## config.mk

```make
export PLATFORM = sky130hd
export DESIGN_NAME = ram_port_arbiter
export DESIGN_NICKNAME = d
export VERILOG_FILES = /design/src/rtl/ram_port_arbiter.sv
export SDC_FILE = /design/constraint.sdc
export NUM_CORES = 1
export LEC_CHECK = 0
export CORE_ASPECT_RATIO = 0.75
export CORE_UTILIZATION = 40
export DETAILED_ROUTE_END_ITERATION = 10
export PLACE_DENSITY = 0.88
export SYNTH_ARGS = -nofsm -noshare
export SYNTH_HDL_FRONTEND = slang
export SYNTH_SLANG_ARGS = --single-unit
```

## constraint.sdc

```tcl
create_clock -name clk -period 1.7 [get_ports clk]
set_input_delay 0.17 -clock clk [delete_from_list [all_inputs] [get_ports clk]]
set_output_delay 0.17 -clock clk [all_outputs]
set_load 0.005 [all_outputs]
```

## src/rtl/ram_port_arbiter.sv

```systemverilog
// ram_port_arbiter: shares one single-port synchronous RAM between two masters.
// Round-robin arbitration happens only in IDLE. Each access is sequenced as
// IDLE -> ACCESS (-> RD_WAIT for reads). Acknowledges are routed by the owner
// recorded at grant time.
module ram_port_arbiter #(
    parameter int AW = 3,
    parameter int DW = 8
) (
    input  logic          clk,
    input  logic          rst,
    input  logic          req0,
    input  logic          req1,
    input  logic          we0,
    input  logic          we1,
    input  logic [AW-1:0] addr0,
    input  logic [AW-1:0] addr1,
    input  logic [DW-1:0] wdata0,
    input  logic [DW-1:0] wdata1,
    output logic          gnt0,
    output logic          gnt1,
    output logic          ack0,
    output logic          ack1,
    output logic [DW-1:0] rdata,
    output logic          busy,
    output logic          ram_cs_n,
    output logic          ram_we_n,
    output logic [AW-1:0] ram_addm,
    output logic [DW-1:0] ram_din,
    input  logic [DW-1:0] ram_dout
);

    typedef enum logic [1:0] {
        IDLE    = 2'd0,
        ACCESS  = 2'd1,
        RD_WAIT = 2'd2
    } state_t;

    state_t        state_q, state_d;
    logic          lastGrant_q, lastGrant_d;
    logic          owner_q, owner_d;
    logic          gnt0_q, gnt0_d;
    logic          gnt1_q, gnt1_d;
    logic          ack0_q, ack0_d;
    logic          ack1_q, ack1_d;
    logic [DW-1:0] rdata_q, rdata_d;
    logic          ramCsN_q, ramCsN_d;
    logic          ramWeN_q, ramWeN_d;
    logic [AW-1:0] ramAddr_q, ramAddr_d;
    logic [DW-1:0] ramDin_q, ramDin_d;
    logic          winner;

    // State and output registers; reset abandons any access and deselects the RAM at once.
    always_ff @(posedge clk or posedge rst) begin
        if (rst) begin
            state_q     <= IDLE;
            lastGrant_q <= 1'b1;
            owner_q     <= 1'b0;
            gnt0_q      <= 1'b0;
            gnt1_q      <= 1'b0;
            ack0_q      <= 1'b0;
            ack1_q      <= 1'b0;
            rdata_q     <= '0;
            ramCsN_q    <= 1'b1;
            ramWeN_q    <= 1'b1;
            ramAddr_q   <= '0;
            ramDin_q    <= '0;
        end else begin
            state_q     <= state_d;
            lastGrant_q <= lastGrant_d;
            owner_q     <= owner_d;
            gnt0_q      <= gnt0_d;
            gnt1_q      <= gnt1_d;
            ack0_q      <= ack0_d;
            ack1_q      <= ack1_d;
            rdata_q     <= rdata_d;
            ramCsN_q    <= ramCsN_d;
            ramWeN_q    <= ramWeN_d;
            ramAddr_q   <= ramAddr_d;
            ramDin_q    <= ramDin_d;
        end
    end

    // Next-state logic: arbitrate in IDLE, strobe the RAM for one cycle, then acknowledge the owner.
    always_comb begin
        state_d     = state_q;
        lastGrant_d = lastGrant_q;
        owner_d     = owner_q;
        gnt0_d      = 1'b0;
        gnt1_d      = 1'b0;
        ack0_d      = 1'b0;
        ack1_d      = 1'b0;
        rdata_d     = rdata_q;
        ramCsN_d    = 1'b1;
        ramWeN_d    = 1'b1;
        ramAddr_d   = ramAddr_q;
        ramDin_d    = ramDin_q;
        winner      = 1'b0;

        case (state_q)
            IDLE: begin
                if (req0 || req1) begin
                    // A tie goes to whichever requester was not granted last.
                    winner      = (req0 && req1) ? !lastGrant_q : req1;
                    owner_d     = winner;
                    lastGrant_d = winner;
                    gnt0_d      = !winner;
                    gnt1_d      = winner;
                    ramCsN_d    = 1'b0;
                    ramWeN_d    = winner ? !we1 : !we0;
                    ramAddr_d   = winner ? addr1 : addr0;
                    ramDin_d    = winner ? wdata1 : wdata0;
                    state_d     = ACCESS;
                end
            end
            ACCESS: begin
                if (!ramWeN_q) begin
                    ack0_d  = !owner_q;
                    ack1_d  = owner_q;
                    state_d = IDLE;
                end else begin
                    state_d = RD_WAIT;
                end
            end
            RD_WAIT: begin
                rdata_d = ram_dout;
                ack0_d  = !owner_q;
                ack1_d  = owner_q;
                state_d = IDLE;
            end
            default: begin
                state_d = IDLE;
            end
        endcase
    end

    assign gnt0     = gnt0_q;
    assign gnt1     = gnt1_q;
    assign ack0     = ack0_q;
    assign ack1     = ack1_q;
    assign rdata    = rdata_q;
    assign busy     = (state_q != IDLE);
    assign ram_cs_n = ramCsN_q;
    assign ram_we_n = ramWeN_q;
    assign ram_addm = ramAddr_q;
    assign ram_din  = ramDin_q;

endmodule
```

==> flow_summary.json <==
{
  "count_of_unique_library_cells_instantiated_by_yosys": 22,
  "post_route_cells_drive_above_1_share_pct": 25.1,
  "cts-htree-levels": 2,
  "grt_max_degree": 30,
  "synth_area_leaders": "dfrtp_1, a21oi_2, mux2_2, dfstp_2, nor2_1",
  "critical_path_arrival_ns": 1.33,
  "design.core.area_um2": 3040,
  "timing_worst_slew_pin_value_ns": 0.400,
  "critical_path.max_fanout": 3,
  "num_io_pins": 62,
  "via_count": 1065,
  "holdBufCountCts": 0,
  "final.period_utilization_pct": 88.0,
  "mean_routed_wirelength_per_cell_um": 14.1,
  "power-per-cell-area_nw_per_um2": 1650,
  "die_w_um": 68.2,
  "die_height_um": 51.7,
  "post-dp-hpwl_um": 2340,
  "drt_pass1_iterations": 4,
  "peakVddDrop_v": 0.000772,
  "synth.top_cells.by_count": "dfrtp_1, a21oi_2, nor2_1",
  "worst_path_max_delay_cell": "dfstp_2",
  "critical-path-max-stage-delay_ns": 0.55,
  "diode_count": 0,
  "setup_violating_endpoint_count_in_the_final_report": 0,
  "cts.root.buffer_cell": "clkbuf_8",
  "crit_buf_inv": 1,
  "fin_worst_skew_ns": 0.00390,
  "hold_slack_ns": 0.284,
  "netlist_instances": 114,
  "clk_path_buf_depth": 2,
  "die_area_um2": 3520,
  "clkTransAtPathRegs_ns": 0.06,
  "ys_async_rst_share_pct": 100,
  "worstSkewPairLatency_ns": 0.27,
  "synthToLayoutAreaGrowth_pct": 55.6,
  "design.final.nets": 218,
  "synth.most_common_cell": "dfrtp_1",
  "yosysWarningCount": 0,
  "synth_top_cell_by_area": "dfrtp_1",
  "drc_errors": 0,
  "synth_seq_cells": 29,
  "detail_route.iter0.violations": 28,
  "layout.filler_cells": 219,
  "slew_headroom_pct": 73.3,
  "crit_chain": "clkdlybuf4s50_1",
  "cp_top_family": "flip-flops",
  "postSynth.topFlopCell": "dfrtp_1",
  "post_synth_instance_area_um2": 1320,
  "antenna_left": 0,
  "effective_utilization_at_floorplan_pct": 43.2,
  "p_leak_nw": 0.860,
  "drv_slew": 0,
  "post_synth_net_total": 153,
  "antenna_found_initial": 0,
  "cts_sinks": 29,
  "worst_setup_path_end_kind": "primary output",
  "drt-total-wl_um": 3060,
  "max_cap_viol": 0,
  "finalHoldViolCount": 0,
  "synth-seq-area-share_pct": 55.5,
  "number_of_synthesized_flops_with_an_enable_pin": 0,
  "place.gp.congestion": 0.775,
  "grt_remaining_overflow": 0,
  "hold_path_class": "in -> async",
  "rows": 17,
  "via_count_of_the_first_global_routing_pass": 1073,
  "cts_made_buffers": 5,
  "grt_pass1_wl_um": 5010,
  "vias_per_cell": 4.91,
  "gr-usage-all-layers_pct": 20.2,
  "synth.avg_cell_area_um2": 11.5,
  "run_status": "completed",
  "synth_top_area_share_pct": 49.5,
  "start_kind": "register",
  "tritoncts": "built",
  "min_cycle_time_layout_ns": 1.50,
  "worstSetupPathType": "reg -> out",
  "place.port_buffers": 61,
  "fin_tns_setup_ns": 0,
  "cp.required_ns": 1.53,
  "rsz_0062_raised_after_global_routing": "false",
  "achievable-frequency_ghz": 0.668
}
## metal layers
layer	up-vias	wire length, um	GRT usage (%)
met3	7	210	6.58
li1	508	-	-
met2	48	1450	30.2
met5	-	0	0
met4	0	53	9.03
met1	502	1340	26.5
## cells in the final DEF, fill, tap and decap left out
cell type,count
clkdlybuf4s50_1,60
dfrtp_1,26
a21oi_2,18
nor2_1,16
nand2_1,14
mux2_2,9
a21oi_1,6
clkbuf_8,6
inv_1,3
dfstp_2,3
inv_2,2
ha_1,2
buf_4,2
a21bo_2,1
a21boi_4,1
o21a_4,1
inv_4,1
nor2b_1,1
o21ai_0,1
o22ai_1,1
a31oi_1,1
mux2i_1,1
ha_4,1
clkbuf_1,1
dlymetal6s2s_1,1
## final timing paths
path / end / slack [ns] / cells after the start / from
worst max-delay path: ram_we_n / 0.20 / 1 / ram_we_n
worst min-delay path: rdata[2] / 0.28 / 3 / rst
worst max register to register: rdata[1] / 0.28 / 3 / state_q[0]
worst min register to register: ack0 / 0.44 / 1 / owner_q
max in group asynchronous: lastGrant_q / 1.11 / 3 / rst
min in group clk: ack0 / 0.44 / 1 / owner_q
## area by class of cell
class,instances,area (um2),area share (%)
clock buffers,7,86.3,4.22
inverters,6,25.0,1.22
multi-input cells,74,529,25.9
flip-flops and latches,29,729,35.7
well taps,38,47.5,2.32
repair buffers,63,628,30.7
## flip-flops by register name (all words and copies together), names as in the netlist
register and cells:
rdata 8, lastGrant_q 1, ack0 1, ram_cs_n 1, ram_addm 3, ram_we_n 1, gnt0 1, ram_din 8
gnt1 1, owner_q 1, ack1 1, state_q 2
## cells by family (layout without fill, tap and decap cells)
| group | after synthesis | after routing | synth area share, % |
|---|---|---|---|
| DFF | 29 | 29 | 55.5 |
| adders and majority gates | 3 | 3 | 2.85 |
| buffers and inverters | 11 | 76 | 5.23 |
| AOI/OAI and AO/OA | 30 | 30 | 18.9 |
| and+or+nand+nor | 31 | 31 | 9.04 |
| muxes | 10 | 10 | 8.47 |
## repair_timing
action,in CTS,in global routing
resized for setup,4,1
endpoints found under the setup margin,1,1
setup buffers,0,0
## power by group
part | total, mW | leakage (nW) | internal [mW] | switching [mW]
clock network | 0.552 | 0.0443 | 0.320 | 0.232
logic | 1.60 | 0.476 | 0.938 | 0.659
registers | 1.23 | 0.340 | 1.04 | 0.194
total | 3.38 | 0.860 | 2.30 | 1.09
## stage by stage
step	instance area [um2]	utilization (%)	instances	power (mW)	worst slack (ns)
after floorplan	1320	-	114	2.01	0.401
after CTS	2040	67.2	217	3.42	0.0297
after global routing	2050	67.3	217	3.62	0.168
after global placement	1940	63.9	210	2.74	0.208
final	2050	67.3	217	3.38	0.204
after detailed placement	1940	63.9	210	2.81	0.145
(Power assumes the default switching activity.)
